<file path="config.mk">
export PLATFORM = sky130hd
export DESIGN_NAME = sys_ctrl_rx_flat
export DESIGN_NICKNAME = d
export VERILOG_FILES = /design/src/rtl/sys_ctrl_rx_if.sv /design/src/rtl/sys_ctrl_rx.sv /design/src/flat_wrapper.sv
export SDC_FILE = /design/constraint.sdc
export NUM_CORES = 1
export LEC_CHECK = 0
export CAP_MARGIN = 20
export CORE_ASPECT_RATIO = 1.75
export CORE_MARGIN = 2
export CORE_UTILIZATION = 55
export CTS_CLUSTER_SIZE = 20
export DETAILED_ROUTE_END_ITERATION = 8
export DONT_BUFFER_PORTS = 1
export PLACE_DENSITY = 0.76
export SYNTH_ARGS = -nofsm -noshare
export SYNTH_HDL_FRONTEND = slang
export SYNTH_SLANG_ARGS = --single-unit
</file>
<file path="constraint.sdc">
create_clock -name CLK -period 2.23 [get_ports CLK]
set_input_delay 0.669 -clock CLK [delete_from_list [all_inputs] [get_ports CLK]]
set_output_delay 0.669 -clock CLK [all_outputs]
set_load 0.02 [all_outputs]
</file>
<file path="src/rtl/sys_ctrl_rx_if.sv">
// Bus bundle between the RX-side command controller and its surroundings:
// synchronized RX bytes, register file, ALU and TX FIFO.
interface sys_ctrl_rx_if #(
  parameter int DATA_WIDTH = 8,
  parameter int ADDR_WIDTH = 4,
  parameter int FUN_WIDTH  = 4
);
  logic [DATA_WIDTH-1:0]   RX_P_DATA;
  logic                    RX_D_VLD;
  logic [DATA_WIDTH-1:0]   RdData;
  logic                    RdData_Valid;
  logic [2*DATA_WIDTH-1:0] ALU_OUT;
  logic                    OUT_Valid;
  logic                    FIFO_FULL;
  logic [ADDR_WIDTH-1:0]   ADDR;
  logic                    WrEn;
  logic [DATA_WIDTH-1:0]   WrData;
  logic                    RdEn;
  logic                    ALU_EN;
  logic [FUN_WIDTH-1:0]    ALU_FUN;
  logic                    CLK_EN;
  logic [DATA_WIDTH-1:0]   TX_P_DATA;
  logic                    TX_D_VLD;

  modport master (
    input  RX_P_DATA, RX_D_VLD, RdData, RdData_Valid, ALU_OUT, OUT_Valid, FIFO_FULL,
    output ADDR, WrEn, WrData, RdEn, ALU_EN, ALU_FUN, CLK_EN, TX_P_DATA, TX_D_VLD
  );

  modport slave (
    output RX_P_DATA, RX_D_VLD, RdData, RdData_Valid, ALU_OUT, OUT_Valid, FIFO_FULL,
    input  ADDR, WrEn, WrData, RdEn, ALU_EN, ALU_FUN, CLK_EN, TX_P_DATA, TX_D_VLD
  );
endinterface

</file>
<file path="src/rtl/sys_ctrl_rx.sv">
// Byte-serial command-frame parser: drives RF write/read and ALU start, then
// returns read data / ALU results byte-wise to the TX FIFO with a bounded wait.
//
//  state    | meaning
//  ---------+------------------------------------------------------------
//  IDLE     | waiting for an opcode byte (AA/BB/CC/DD), others dropped
//  WR_ADDR  | AA frame: waiting for address byte
//  WR_DATA  | AA frame: waiting for data byte, then one WrEn pulse
//  RD_ADDR  | BB frame: waiting for address byte, then one RdEn pulse
//  RD_WAIT  | waiting for RdData_Valid, bounded by the response timer
//  OPA      | CC frame: waiting for operand A (written to OPA_ADDR)
//  OPB      | CC frame: waiting for operand B (written to OPB_ADDR)
//  FUN      | CC/DD frame: waiting for function byte, then ALU_EN pulse
//  ALU_WAIT | waiting for OUT_Valid with CLK_EN held, bounded by the timer
//  TX_LO    | sending low result byte when the FIFO has room
//  TX_HI    | sending high result byte when the FIFO has room
module sys_ctrl_rx #(
  parameter int DATA_WIDTH  = 8,
  parameter int ADDR_WIDTH  = 4,
  parameter int FUN_WIDTH   = 4,
  parameter int OPA_ADDR    = 0,
  parameter int OPB_ADDR    = 1,
  parameter int RSP_TIMEOUT = 255
) (
  input  logic          CLK,
  input  logic          RST,
  sys_ctrl_rx_if.master bus
);
  localparam int CNT_WIDTH = $clog2(RSP_TIMEOUT + 1);

  localparam logic [3:0] IDLE     = 4'd0;
  localparam logic [3:0] WR_ADDR  = 4'd1;
  localparam logic [3:0] WR_DATA  = 4'd2;
  localparam logic [3:0] RD_ADDR  = 4'd3;
  localparam logic [3:0] RD_WAIT  = 4'd4;
  localparam logic [3:0] OPA      = 4'd5;
  localparam logic [3:0] OPB      = 4'd6;
  localparam logic [3:0] FUN      = 4'd7;
  localparam logic [3:0] ALU_WAIT = 4'd8;
  localparam logic [3:0] TX_LO    = 4'd9;
  localparam logic [3:0] TX_HI    = 4'd10;

  localparam logic [DATA_WIDTH-1:0] OP_WR  = DATA_WIDTH'('hAA);
  localparam logic [DATA_WIDTH-1:0] OP_RD  = DATA_WIDTH'('hBB);
  localparam logic [DATA_WIDTH-1:0] OP_ALU = DATA_WIDTH'('hCC);
  localparam logic [DATA_WIDTH-1:0] OP_FUN = DATA_WIDTH'('hDD);
  localparam logic [CNT_WIDTH-1:0]  CNT_LAST = CNT_WIDTH'(RSP_TIMEOUT);

  logic [3:0]              state;
  logic [CNT_WIDTH-1:0]    wait_cnt;
  logic [2*DATA_WIDTH-1:0] result;
  logic                    single_byte;

  always_ff @(posedge CLK or negedge RST) begin
    if (!RST) begin
      state         <= IDLE;
      wait_cnt      <= '0;
      result        <= '0;
      single_byte   <= 1'b0;
      bus.ADDR      <= '0;
      bus.WrEn      <= 1'b0;
      bus.WrData    <= '0;
      bus.RdEn      <= 1'b0;
      bus.ALU_EN    <= 1'b0;
      bus.ALU_FUN   <= '0;
      bus.CLK_EN    <= 1'b0;
      bus.TX_P_DATA <= '0;
      bus.TX_D_VLD  <= 1'b0;
    end else begin
      bus.WrEn     <= 1'b0;
      bus.RdEn     <= 1'b0;
      bus.ALU_EN   <= 1'b0;
      bus.TX_D_VLD <= 1'b0;
      case (state)
        IDLE: if (bus.RX_D_VLD) begin
          case (bus.RX_P_DATA)
            OP_WR:   state <= WR_ADDR;
            OP_RD:   state <= RD_ADDR;
            OP_ALU:  state <= OPA;
            OP_FUN:  state <= FUN;
            default: state <= IDLE;
          endcase
        end
        WR_ADDR: if (bus.RX_D_VLD) begin
          bus.ADDR <= bus.RX_P_DATA[ADDR_WIDTH-1:0];
          state    <= WR_DATA;
        end
        WR_DATA: if (bus.RX_D_VLD) begin
          bus.WrData <= bus.RX_P_DATA;
          bus.WrEn   <= 1'b1;
          state      <= IDLE;
        end
        RD_ADDR: if (bus.RX_D_VLD) begin
          bus.ADDR <= bus.RX_P_DATA[ADDR_WIDTH-1:0];
          bus.RdEn <= 1'b1;
          wait_cnt <= '0;
          state    <= RD_WAIT;
        end
        // A valid arriving on the terminal count is still accepted.
        RD_WAIT: if (bus.RdData_Valid) begin
          result      <= {{DATA_WIDTH{1'b0}}, bus.RdData};
          single_byte <= 1'b1;
          state       <= TX_LO;
        end else if (wait_cnt == CNT_LAST) begin
          state <= IDLE;
        end else begin
          wait_cnt <= wait_cnt + CNT_WIDTH'(1);
        end
        OPA: if (bus.RX_D_VLD) begin
          bus.ADDR   <= ADDR_WIDTH'(OPA_ADDR);
          bus.WrData <= bus.RX_P_DATA;
          bus.WrEn   <= 1'b1;
          state      <= OPB;
        end
        OPB: if (bus.RX_D_VLD) begin
          bus.ADDR   <= ADDR_WIDTH'(OPB_ADDR);
          bus.WrData <= bus.RX_P_DATA;
          bus.WrEn   <= 1'b1;
          state      <= FUN;
        end
        FUN: if (bus.RX_D_VLD) begin
          bus.ALU_FUN <= bus.RX_P_DATA[FUN_WIDTH-1:0];
          bus.ALU_EN  <= 1'b1;
          bus.CLK_EN  <= 1'b1;
          wait_cnt    <= '0;
          state       <= ALU_WAIT;
        end
        ALU_WAIT: if (bus.OUT_Valid) begin
          result      <= bus.ALU_OUT;
          single_byte <= 1'b0;
          bus.CLK_EN  <= 1'b0;
          state       <= TX_LO;
        end else if (wait_cnt == CNT_LAST) begin
          bus.CLK_EN <= 1'b0;
          state      <= IDLE;
        end else begin
          wait_cnt <= wait_cnt + CNT_WIDTH'(1);
        end
        TX_LO: if (!bus.FIFO_FULL) begin
          bus.TX_P_DATA <= result[DATA_WIDTH-1:0];
          bus.TX_D_VLD  <= 1'b1;
          state         <= single_byte ? IDLE : TX_HI;
        end
        TX_HI: if (!bus.FIFO_FULL) begin
          bus.TX_P_DATA <= result[2*DATA_WIDTH-1:DATA_WIDTH];
          bus.TX_D_VLD  <= 1'b1;
          state         <= IDLE;
        end
        default: state <= IDLE;
      endcase
    end
  end
endmodule

</file>
<file path="src/flat_wrapper.sv">
// flat-port wrapper written by rule: the top's interface ports become plain ports
module sys_ctrl_rx_flat 
#(
  parameter int DATA_WIDTH  = 8,
  parameter int ADDR_WIDTH  = 4,
  parameter int FUN_WIDTH   = 4,
  parameter int OPA_ADDR    = 0,
  parameter int OPB_ADDR    = 1,
  parameter int RSP_TIMEOUT = 255
)
  (CLK, RST, bus_RX_P_DATA, bus_RX_D_VLD, bus_RdData, bus_RdData_Valid, bus_ALU_OUT, bus_OUT_Valid, bus_FIFO_FULL, bus_ADDR, bus_WrEn, bus_WrData, bus_RdEn, bus_ALU_EN, bus_ALU_FUN, bus_CLK_EN, bus_TX_P_DATA, bus_TX_D_VLD);
  sys_ctrl_rx_if #(.DATA_WIDTH(DATA_WIDTH), .ADDR_WIDTH(ADDR_WIDTH), .FUN_WIDTH(FUN_WIDTH)) bus_i ();
  input  logic CLK;
  input  logic RST;
  input wire logic [$bits(bus_i.RX_P_DATA)-1:0] bus_RX_P_DATA;
  input wire logic [$bits(bus_i.RX_D_VLD)-1:0] bus_RX_D_VLD;
  input wire logic [$bits(bus_i.RdData)-1:0] bus_RdData;
  input wire logic [$bits(bus_i.RdData_Valid)-1:0] bus_RdData_Valid;
  input wire logic [$bits(bus_i.ALU_OUT)-1:0] bus_ALU_OUT;
  input wire logic [$bits(bus_i.OUT_Valid)-1:0] bus_OUT_Valid;
  input wire logic [$bits(bus_i.FIFO_FULL)-1:0] bus_FIFO_FULL;
  output wire logic [$bits(bus_i.ADDR)-1:0] bus_ADDR;
  output wire logic [$bits(bus_i.WrEn)-1:0] bus_WrEn;
  output wire logic [$bits(bus_i.WrData)-1:0] bus_WrData;
  output wire logic [$bits(bus_i.RdEn)-1:0] bus_RdEn;
  output wire logic [$bits(bus_i.ALU_EN)-1:0] bus_ALU_EN;
  output wire logic [$bits(bus_i.ALU_FUN)-1:0] bus_ALU_FUN;
  output wire logic [$bits(bus_i.CLK_EN)-1:0] bus_CLK_EN;
  output wire logic [$bits(bus_i.TX_P_DATA)-1:0] bus_TX_P_DATA;
  output wire logic [$bits(bus_i.TX_D_VLD)-1:0] bus_TX_D_VLD;
  assign bus_i.RX_P_DATA = bus_RX_P_DATA;
  assign bus_i.RX_D_VLD = bus_RX_D_VLD;
  assign bus_i.RdData = bus_RdData;
  assign bus_i.RdData_Valid = bus_RdData_Valid;
  assign bus_i.ALU_OUT = bus_ALU_OUT;
  assign bus_i.OUT_Valid = bus_OUT_Valid;
  assign bus_i.FIFO_FULL = bus_FIFO_FULL;
  assign bus_ADDR = bus_i.ADDR;
  assign bus_WrEn = bus_i.WrEn;
  assign bus_WrData = bus_i.WrData;
  assign bus_RdEn = bus_i.RdEn;
  assign bus_ALU_EN = bus_i.ALU_EN;
  assign bus_ALU_FUN = bus_i.ALU_FUN;
  assign bus_CLK_EN = bus_i.CLK_EN;
  assign bus_TX_P_DATA = bus_i.TX_P_DATA;
  assign bus_TX_D_VLD = bus_i.TX_D_VLD;
  sys_ctrl_rx #(.DATA_WIDTH(DATA_WIDTH), .ADDR_WIDTH(ADDR_WIDTH), .FUN_WIDTH(FUN_WIDTH), .OPA_ADDR(OPA_ADDR), .OPB_ADDR(OPB_ADDR), .RSP_TIMEOUT(RSP_TIMEOUT)) u_core (.CLK(CLK), .RST(RST), .bus(bus_i));
endmodule
</file>
# Word level (Yosys, flattened, before mapping)

Cells that the tools add are included.

Add/sub/neg operators: 1
Equal/unequal tests: 31
Mux-type cells: 42
Reduce and logical (&&, ||, !) cells: 18

Operators with widths:

| cell                  | count |
|---|---|
| $mux W4               | 15 |
| $mux W8               | 6 |
| $pmux W4 S11          | 1 |
| $eq A8 B8 Y1 const B  | 5 |
| $mux W16              | 2 |
| $pmux W16 S2          | 1 |
| $ne A2 B2 Y1 const B  | 13 |
| $pmux W8 S3           | 1 |
| $eq A4 B3 Y1 const B  | 4 |
| $pmux W8 S2           | 1 |
| $eq A4 B4 Y1 const B  | 3 |
| $pmux W3 S4           | 1 |
| $pmux W4 S3           | 1 |
| $mux W1               | 11 |
| $reduce_and A3 Y1     | 3 |
| $reduce_and A9 Y1     | 1 |
| $add A8 B1 Y8 const B | 1 |
| $eq A4 B2 Y1 const B  | 2 |
| $reduce_and A4 Y1     | 2 |
| $reduce_bool A2 Y1    | 3 |
| $reduce_bool A3 Y1    | 2 |
| $reduce_or A2 Y1      | 3 |
| $eq A4 B1 Y1 const B  | 1 |
| $logic_not A4 Y1      | 1 |
| other kinds (5)       | 8 |

Register bits: 58
Bits of input ports: 38
Output and inout port bits: 29

# Depth between registers and ports, before layout

Gate-level depths: netlist of run 1.

Depth after elaboration: 4
Mapped depth: 6
Gate-level depth less buffers: 5

# Worst setup path after synthesis of run 1

No wires, ideal clock.

Kind: in2reg
Start: input bus_RdData_Valid
End: register u_core.wait_cnt[0]
Setup time: 125 ps
Data arrival time: 1649 ps
Required time: 2105 ps
Path slack: 456 ps
Cell stages on the path: 4
Path through: and3b_1 -> o21a_2 -> a21oi_1 -> mux2_2

Cells in the longest elaborated chain, start to end: 2

Ends and longest elaborated chain:

| element                            | RTL line           | source |
|---|---|---|
| from (decl)                        | flat_wrapper.sv:18 | `input wire logic [$bits(bus_i.RdData_Valid)-1:0] bus_RdData_Valid;` |
| $ne A2 B2 Y1 (no source line)      | --                 |  |
| $reduce_and A4 Y1 (no source line) | --                 |  |
| to (signal assigned)               | sys_ctrl_rx.sv:107 | `wait_cnt <= wait_cnt + CNT_WIDTH'(1);` |
| to (signal assigned)               | sys_ctrl_rx.sv:137 | `wait_cnt <= wait_cnt + CNT_WIDTH'(1);` |
| to (decl)                          | sys_ctrl_rx.sv:50  | `logic [CNT_WIDTH-1:0] wait_cnt;` |

Every way passes these cells.
A chain may end at the register's enable or synchronous reset.

# Worst setup path after layout of run 1

Start: register u_core.state[2]
End: register u_core.wait_cnt[0]

Cells in the longest elaborated chain, start to end: 4
Elaborated cells on any way between the ends: 11

Ends and longest elaborated chain:

| element                                                                    | RTL line           | source |
|---|---|---|
| from (decl)                                                                | sys_ctrl_rx.sv:49  | `logic [3:0] state;` |
| from (signal assigned)                                                     | sys_ctrl_rx.sv:142 | `state <= single_byte ? IDLE : TX_HI;` |
| $eq A4 B2 Y1 / $eq A4 B3 Y1 (equally long branches)                        | sys_ctrl_rx.sv:74  | `case (state)` |
| $reduce_or A2 Y1 (no source line)                                          | --                 |  |
| $ne A2 B1 Y1 (no source line) / $reduce_bool A3 Y1 (equally long branches) | --                 |  |
| $reduce_and A4 Y1 (no source line)                                         | --                 |  |

Several ways; a longest one is shown, not always the timed one.

==> key figures, run 1 <==
STA
  • Slew headroom: 0.606
  • Setup WS post-layout: 0.274 ns
  • Final-report max-slew violation count: 0
  • # setup viols final: 0
  • RSZ-0062 raised after global routing: false
  • Tcrit/Tclk final: 0.877
  • Setup tns final: 0 ns
  • Actual slew at the worst max-slew pin: 0.588 ns
  • Peak Freq: 0.511 GHz
  • Skew final: 0.00889 ns
  • Fin. Hold Viols: 0
  • Final Critical Period: 1.96 ns

Layout
  • NumNets Final: 336
  • Most frequent cells in the layout: dfrtp_1 (58), nand2_1 (49), mux2i_1 (22)
  • Fin cells: 357
  • Fillers: 425
  • Commonest non-fill, non-tap cell in the layout: dfrtp_1
  • Final Cell Area: 3250 um^2
  • Ratio of cells with drive above 1 in the final layout: 0.175
  • Diodes inserted: 0
  • Area delta synth->final: 9.77%

Die
  • Core area: 5210 um^2
  • Die W: 59.4 um
  • Die Y: 101 um
  • Row count: 35
  • IO Count: 67
  • Initial Utilization: 0.568
  • Die area: 6010 um^2

Drt
  • Routed len/inst: 17.2 um
  • Met2 wire length: 3240 um
  • Total number of vias: 2,150
  • Routed met3 length: 411 um
  • DRT iter0 DRCs: 70
  • Antenna viol nets, final: 0
  • Highest Signal Layer: met4
  • Wl on met1: 2340 um
  • Drt via density: 6.02
  • DRT Pass-1 Iters: 4
  • DRT Wirelength: 6140 um
  • DR DRC count: 0

Synth
  • Register area share after synthesis: 0.490
  • Xor-xnor portion of the synthesized cell area: 0.0114
  • Simple-gate share of the synthesized area: 0.208
  • Compound-Gate Fraction of Synth Area: 0.137
  • Cell count after synthesis: 290
  • Number of flops mapped to enable cells by yosys: 0
  • Distinct cell type count after synthesis: 56
  • Top cell type's share of synthesized area: 0.490
  • Syn Nets: 329
  • Synth warn: 0
  • Area leader, netlist: dfrtp_1
  • Adder-cell share of the synthesized area: 0.00423
  • Ys flop type: dfrtp_1
  • Yosys reg bits: 58
  • Ys async rst share: 1.00
  • Mapped Area: 2960 um^2
  • Main combinational cell family by area after synthesis: simple AND/OR/NAND/NOR gates
  • Syn_area_per_cell: 10.2 um^2
  • Top cells by area, synth: dfrtp_1 (49%), mux2i_1 (7.4%), nand2_1 (6.2%)
  • Multiplexer share of the synthesized area: 0.112

Clock tree
  • Clk sinks: 58
  • Skew-Pair Late Insertion Delay: 0.34 ns
  • Num CTS Buffers: 9
  • H-Tree Depth: 3
  • Setup Buffers After CTS: 0
  • CTS tree: yes
  • Max Buffers Root-to-Sink: 2
  • CTS Root Cell: clkbuf_8
  • Clock-pin slew of the registers on the worst-case setup and hold paths: 0.07 ns

Worst setup path
  • R2r setup slk: 0.27 ns
  • Cell family with most CP delay: flip-flops
  • Worst r2r dst: u_core.wait_cnt[0]$_DFFE_PN0P_
  • Crit. End Element: flip-flop
  • Crit path kind: reg2reg
  • Worst Setup Start Kind: flip-flop
  • Worst path slowest cell: dfrtp_1
  • Crit-path cells: and3b_1, o21a_2, a21oi_1, mux2_2
  • Max incr delay on CP: 0.62 ns
  • WP depth: 4
  • Worst path bufs/invs: 0
  • Critical path endpoint: u_core.wait_cnt[0]$_DFFE_PN0P_
  • R2R cell count: 4
  • Critical-path maximum fanout: 16
  • Origin of the worst setup path: u_core.state[2]$_DFFE_PN0P_
  • CP arrival: 2.17 ns
  • Crit path required time: 2.45 ns
  • Worst r2r src: u_core.state[2]$_DFFE_PN0P_

Power and ir drop
  • Power per cell area: 1480 nW/um^2
  • Max VDD drop: 0.772 mV
  • Overall power after layout: 0.00480 W
  • Leak: 1.45 nW

Placed design
  • Hpwl dp: 4340 um
  • IO Port Bufs: 0
  • Placed cells: 340
  • Dpl cell area: 3000 um^2
  • Gpl congestion: 0.829
  • Worst slack at placement: 0.268 ns

Global route
  • Largest net degree at the start of global routing: 59
  • Grt total ovfl: 0
  • Initial antenna violation count: 0
  • First-pass GRT wire length: 9860 um
  • Total track usage: 0.219
  • Vias in the first global route: 2,198

Outcome
  • Outcome: complete, no violations

Worst hold path
  • Min-delay worst type: in2async

Job
  • MaxCap Viol Count: 0
==> cell families (layout without fill, tap and decap cells) <==
logic type,count (synthesis),after routing
compound gates,59,59
xor+xnor,3,3
fa+ha+maj,1,1
buf+inv,18,30
flops,58,58
mux,32,32
simple gates,119,119
==> repair_timing <==
item                      CTS  global route
hold endpoints to repair    0             4
gates resized for setup     0             0
hold buffers                0             1
==> worst min-delay path by stage <==
stage / startpoint / endpoint / cells past startpoint
2_1_floorplan: RST / u_core.bus.ADDR[0]$_DFFE_PN0P_ / 0
3_3_place_gp: RST / u_core.result[4]$_DFFE_PN0P_ / 0
3_5_place_dp: RST / u_core.bus.TX_P_DATA[2]$_DFFE_PN0P_ / 0
4_1_cts: RST / u_core.bus.TX_P_DATA[2]$_DFFE_PN0P_ / 0
5_1_grt: RST / u_core.result[4]$_DFFE_PN0P_ / 0
6_report: RST / u_core.result[4]$_DFFE_PN0P_ / 0
==> through the flow <==
| step | hold slack, ns | util |
|---|---|---|
| floorplan | 0.373 | - |
| global placement | 0.375 | 0.576 |
| detailed placement | 0.375 | 0.576 |
| CTS | 0.00662 | 0.621 |
| global route | 0.000343 | 0.623 |
| finish | 0.0176 | 0.623 |
==> cells in the mapped netlist, types with 2 or more instances <==
cell type and instances:
dfrtp_1 58, nand2_1 49, mux2i_1 22, nor2_1 20, o21ai_0 17, a21oi_1 12, mux2_2 10, nand3_1 10
nand2b_1 7, nor2b_1 7, buf_2 6, nand4_1 6, a211oi_1 5, inv_1 4, a21bo_2 3, buf_6 3
o22ai_1 3, a21boi_0 2, and2_1 2, and3_1 2, and3b_1 2, buf_4 2, clkbuf_1 2, nor3_1 2
o211ai_1 2, or4bb_1 2
==> final cells by class <==
type | instances | area (um^2) | area share
timing repair buffer | 10 | 77.6 | 0.0239
inverter | 4 | 15.0 | 0.00462
tap | 55 | 68.8 | 0.0212
sequential | 58 | 1450 | 0.447
clock inverter | 5 | 103 | 0.0316
clock buffer | 11 | 131 | 0.0404
multi-input combinational | 214 | 1400 | 0.431
==> where the power goes <==
part | internal (W) | leakage (nW) | switching (W)
clock network | 0.000741 | 0.114 | 0.000422
registers | 0.00145 | 0.730 | 0.000595
logic | 0.000738 | 0.605 | 0.000846
==> routing by layer <==
layer,vias to the layer above,track usage
li1,1035,-
met1,1023,0.244
met2,78,0.363
met3,14,0.0770
met4,0,0.0997
met5,-,0
==> flip-flops by register name, summed over array words and instances (netlist names) <==
name	flops
u_core.single_byte	1
u_core.state	4
u_core.bus.WrData	8
u_core.bus.CLK_EN	1
u_core.bus.ADDR	4
u_core.bus.ALU_FUN	4
u_core.bus.TX_D_VLD	1
u_core.bus.WrEn	1
u_core.bus.RdEn	1
u_core.result	16
u_core.bus.ALU_EN	1
u_core.bus.TX_P_DATA	8
u_core.wait_cnt	8
Power figures use the tool's default switching activity.
==> run 2: changes to the inputs <==
CAP_MARGIN = default   (was 20)
==> results of run 2 <==
The final DEF is identical to that of run 1; final timing and power are the same.
==> variant 1 (flow settings as in run 2) <==
`FUN_WIDTH` is set to 4 in 3 places; all go to 6.
--- a/src/rtl/sys_ctrl_rx_if.sv
+++ b/src/rtl/sys_ctrl_rx_if.sv
@@ -4,5 +4,5 @@
   parameter int DATA_WIDTH = 8,
   parameter int ADDR_WIDTH = 4,
-  parameter int FUN_WIDTH  = 4
+  parameter int FUN_WIDTH  = 6
 );
   logic [DATA_WIDTH-1:0]   RX_P_DATA;
--- a/src/rtl/sys_ctrl_rx.sv
+++ b/src/rtl/sys_ctrl_rx.sv
@@ -18,5 +18,5 @@
   parameter int DATA_WIDTH  = 8,
   parameter int ADDR_WIDTH  = 4,
-  parameter int FUN_WIDTH   = 4,
+  parameter int FUN_WIDTH   = 6,
   parameter int OPA_ADDR    = 0,
   parameter int OPB_ADDR    = 1,
--- a/src/flat_wrapper.sv
+++ b/src/flat_wrapper.sv
@@ -4,5 +4,5 @@
   parameter int DATA_WIDTH  = 8,
   parameter int ADDR_WIDTH  = 4,
-  parameter int FUN_WIDTH   = 4,
+  parameter int FUN_WIDTH   = 6,
   parameter int OPA_ADDR    = 0,
   parameter int OPB_ADDR    = 1,
Ports: changed (resized bus_ALU_FUN); port bits go from 67 to 69. No check against the original RTL was run, so the function may have changed too.
==> variant 1 against run 2 <==
- synthesized area up 4.1%
- largest cell class unchanged
- total power is 3.8% higher
- hold slack worse by 0.0038 ns
- worst setup slack better by 0.017 ns
- largest power group unchanged
- sequential cell count increased by 2
- cell area is 4.5% higher
- maximum frequency increased by 0.89%
- routed wire length increased by 6.4%
==> variant 1: results (changes against run 2) <==
status finished, final reports clean; Pre-Repair DR Iteration Count 4 (unchanged); metal3 WL 406 um (-1.2%); P_clk 1080 uW (-7%); area fraction in compound gates after synthesis 14.8% (+1.1 points); sequential share of the synthesized area 48.7% (-0.33 points); drt initial violations 119 (+70%); Post-synth ARST share 100% (unchanged); Post-synth top cells 64 x nand2_1, 60 x dfrtp_1, 24 x o21ai_0; critical path's top delay family flip-flops; Synth Area in XOR/XNOR 1.14% (-0.0048 points); worst min path class primary input to asynchronous set/reset pin; clock share of power 21.8% (-2.4 points); critical path's slowest cell dfrtp_1; VDD IR max 702 uV (-9.1%); GR Layer Usage met1 23.6% (-0.80 points); Distinct cells, synth 54 (-3.6%); placed cell area 3160 um2 (+5.1%); clk slew on worst S/H paths 0.07 ns (about the same); first-pass GRT wire length 10,100 um (+2.7%); WL/cell 16.9 um (-1.6%); leak pwr 0.00150 uW (+3.5%); top cells by area, synth dfrtp_1 49%, nand2_1 7.8%, mux2i_1 7.1%; Seq. pwr 2110 uW (+3%); worst setup margin 0.291 ns (+0.0172 ns); hold_ws 0.0138 ns (-0.00377 ns); All-Layer GR Usage 22.2% (+0.36 points); Max Used Layer met4; yosys warns 0 (unchanged); Metal-1 WL 2340 um (+0.26%); Adder-Cell Fraction of Synth Area 0.406% (-0.017 points); register bank with the most flops u_core.result; HPWL Detailed 4620 um (+6.6%); met3 Track Usage GR 7.40% (-0.30 points); worst setup path start u_core.state[3]$_DFFE_PN0P_; Worst Skew 0.00806 ns (-0.000837 ns); worst-skew pair later-pin latency 0.35 ns; vias per cell 5.69 (-5.6%); Worst R2R Path Depth 5 (+1); CP max stage delay 0.51 ns (-0.11 ns); CTS Buf Count 9 (unchanged); worst-margin pin slew 0.565 ns (-0.0231 ns); met2 wire len 3590 um (+11%); layout cells sized above 1 17.7% (+0.19 points); post-synthesis mux area share 10.8% (-0.45 points); nets 344 (+2.4%); met2 Use GR 37.9% (+1.5 points); max FFs per register 16 (unchanged); largest net degree at the start of global routing 61 (+3.4%); worst slack, placed 0.323 ns (+0.0545 ns); CP max FO 17 (+1); diode count 0 (unchanged); internal power 2980 uW (+1.5%); routability cong. 0.810 (-2.4%); vias in the first global route 2,107 (-4.1%)
## variant 1: changes by cell type after synthesis, moves of 2 or more
cell,before,now
nand2_1,49,64
nor2_1,20,11
a21oi_1,12,4
o21ai_0,17,24
a2111oi_4,0,3
dfrtp_1,58,60
## variant 1: layout make-up
class / instances / area [um2]
clock buffer: 12 / 145
sequential: 60 / 1500
tap: 76 / 95.1
clock inverter: 4 / 72.6
multi-input combinational: 218 / 1470
inverter: 4 / 15.0
fill: 466 / 2100
timing repair buffer: 12 / 95.1
## variant 1: metrics by stage
| step | util, % | std cells |
|---|---|---|
| after detailed placement | 57.5 | 368 |
| after global routing | 61.8 | 386 |
| after floorplan | - | 296 |
| final | 61.8 | 386 |
| after global placement | 57.5 | 368 |
| after CTS | 61.4 | 384 |
## variant 1: repair_timing
action | 4_1_cts | 5_1_grt
gates resized for setup | 0 | 0
hold endpoints to repair | 0 | 9
hold buffers | 0 | 2
setup buffers | 0 | 0
==> variant 2 (config.mk and constraints of run 2) <==
Without the edit above. Make the reset (`RST`) synchronous in one clocked block.
--- a/src/rtl/sys_ctrl_rx.sv
+++ b/src/rtl/sys_ctrl_rx.sv
@@ -52,5 +52,5 @@
   logic                    single_byte;
 
-  always_ff @(posedge CLK or negedge RST) begin
+  always_ff @(posedge CLK) begin
     if (!RST) begin
       state         <= IDLE;
Function: differs if RST is asserted again (counterexample within 4 cycles, from zero or initial values and one cycle with RST low); with RST held inactive, the same outputs for 4 cycles.
==> variant 2 against run 2 <==
- worst setup slack worse by 0.012 ns
- sequential cell count stayed put
- cell count decreased by 1.1%
- routed wire length fell by 1.1%
- synthesized area shrank 7.9%
- synthesized cell count rose by 2.4%
- first-iteration DRC count is 79% higher
- sequential share of layout area decreased by 5.2 points
- cell area is 9.5% lower
- non-clock buffer count is 5 lower
- hold slack improved by 0.44 ns
- critical endpoint is now u_core.result[8]$_SDFFE_PN0P_
- highest routed layer unchanged
Power is not compared: it rests on default switching activity, and its combinational part moved more than twofold at a synthesized area within 25%.
==> variant 2: results (changes against run 2) <==
Max clock buf depth 2 (unchanged); status finished, final reports clean; Adder-Cell Fraction of Synth Area 0.459% (+0.036 points); drt initial violations 125 (+79%); CTS Buf Count 9 (unchanged); largest net degree at the start of global routing 27 (-54%); Metal-1 WL 2280 um (-2.4%); worst-margin pin slew 0.563 ns (-0.0254 ns); top cells by area, synth dfxtp_1 43%, mux2i_1 10%, nor2_1 6.9%; # H-tree levels 3 (unchanged); met2 Use GR 40.0% (+3.6 points); Worst Skew 0.00954 ns (+0.000652 ns); diode count 0 (unchanged); HPWL Detailed 4440 um (+2.3%); GR Layer Usage met1 24.9% (+0.46 points); post-synthesis mux area share 11.1% (-0.14 points); vias post-DR 2,199 (+2.3%); WL/cell 17.2 um (about the same); critical path's top delay family simple AND/OR/NAND/NOR gates; VDD IR max 697 uV; CP max FO 12 (-4); worst-skew pair later-pin latency 0.34 ns (about the same); Syn Nets 336 (+2.1%); Pre-Repair DR Iteration Count 4 (unchanged); routability cong. 0.931 (+12%); met3 Track Usage GR 6.79% (-0.91 points); leak pwr 0.000975 uW; CTS root buf clkbuf_8; Synth Area in XOR/XNOR 2.85% (+1.7 points); worst slack, placed 0.314 ns (+0.0461 ns); layout cells sized above 1 12.3% (-5.3 points); max FFs per register 16 (unchanged); area fraction in compound gates after synthesis 19.1% (+5.4 points); vias in the first global route 2,139 (-2.7%); worst min path class primary input to flip-flop; All-Layer GR Usage 23.2% (+1.4 points); first-pass GRT wire length 10,000 um (+1.7%); critical path's slowest cell dfxtp_1; metal3 WL 388 um (-5.6%); CP arrival 2.18 ns; sequential share of the synthesized area 42.6% (-6.4 points); Setup Fix Bufs, Post-CTS 0 (unchanged); register bank with the most flops u_core.result; CP max stage delay 0.66 ns (+0.04 ns); Post-synth top cells 58 x dfxtp_1, 50 x nor2_1, 28 x mux2i_1; met2 wire len 3260 um (+0.43%); antenna violations before repair 0 (unchanged); Max Used Layer met4; clk slew on worst S/H paths 0.07 ns (about the same); Distinct cells, synth 54 (-3.6%); Resized cells post-CTS 0 (unchanged); Post-synth ARST share 0% (-100 points); IO Port Bufs 0 (unchanged)
[variant 2: stage by stage]
| step | cells | hold WS, ns | area [um2] | power, uW | utilization [%] |
|---|---|---|---|---|---|
| 2_1_floorplan | 297 | 0.455 | 2730 | 1110 | - |
| 3_3_place_gp | 337 | 0.469 | 2740 | 1110 | 57.8 |
| 3_5_place_dp | 337 | 0.484 | 2740 | 1110 | 57.8 |
| 4_1_cts | 353 | 0.447 | 2940 | 2060 | 61.9 |
| 5_1_grt | 353 | 0.446 | 2940 | 2110 | 61.9 |
| 6_report | 353 | 0.457 | 2940 | 2040 | 61.9 |
[variant 2: final cells by class]
cell class,instances,area [um2]
Inverter,6,22.5
Sequential cell,58,1160
Fill cell,392,1810
Clock inverter,5,53.8
Timing Repair Buffer,5,50.0
Multi-Input combinational cell,216,1450
Tap cell,52,65.1
Clock buffer,11,141
[variant 2: worst paths after layout]
check	startpoint	to	slack, ns	cells after the start
max	u_core.state[0]$_SDFFE_PN0P_	u_core.result[8]$_SDFFE_PN0P_	0.26	5
min	RST	u_core.bus.WrEn$_SDFF_PN0_	0.46	1
max reg2reg	u_core.state[0]$_SDFFE_PN0P_	u_core.result[8]$_SDFFE_PN0P_	0.26	5
min reg2reg	u_core.wait_cnt[1]$_SDFFE_PN0P_	u_core.wait_cnt[1]$_SDFFE_PN0P_	0.49	2
[variant 2: power by group]
part           internal [uW]  switching (uW)  total [uW]
Combinational           19.9            31.4        51.3
Sequential              1040            2.90        1040
Clock                    542             405         947
[variant 2: cell families (layout without fill, tap and decap cells)]
kind of cell | count (synthesis) | after routing
xor gates and xnor gates | 8 | 8
AOI/OAI and AO/OA | 70 | 70
muxes | 30 | 30
adders and majority gates | 1 | 1
and+or+nand+nor | 107 | 107
buffers and inverters | 23 | 27
DFF | 58 | 58
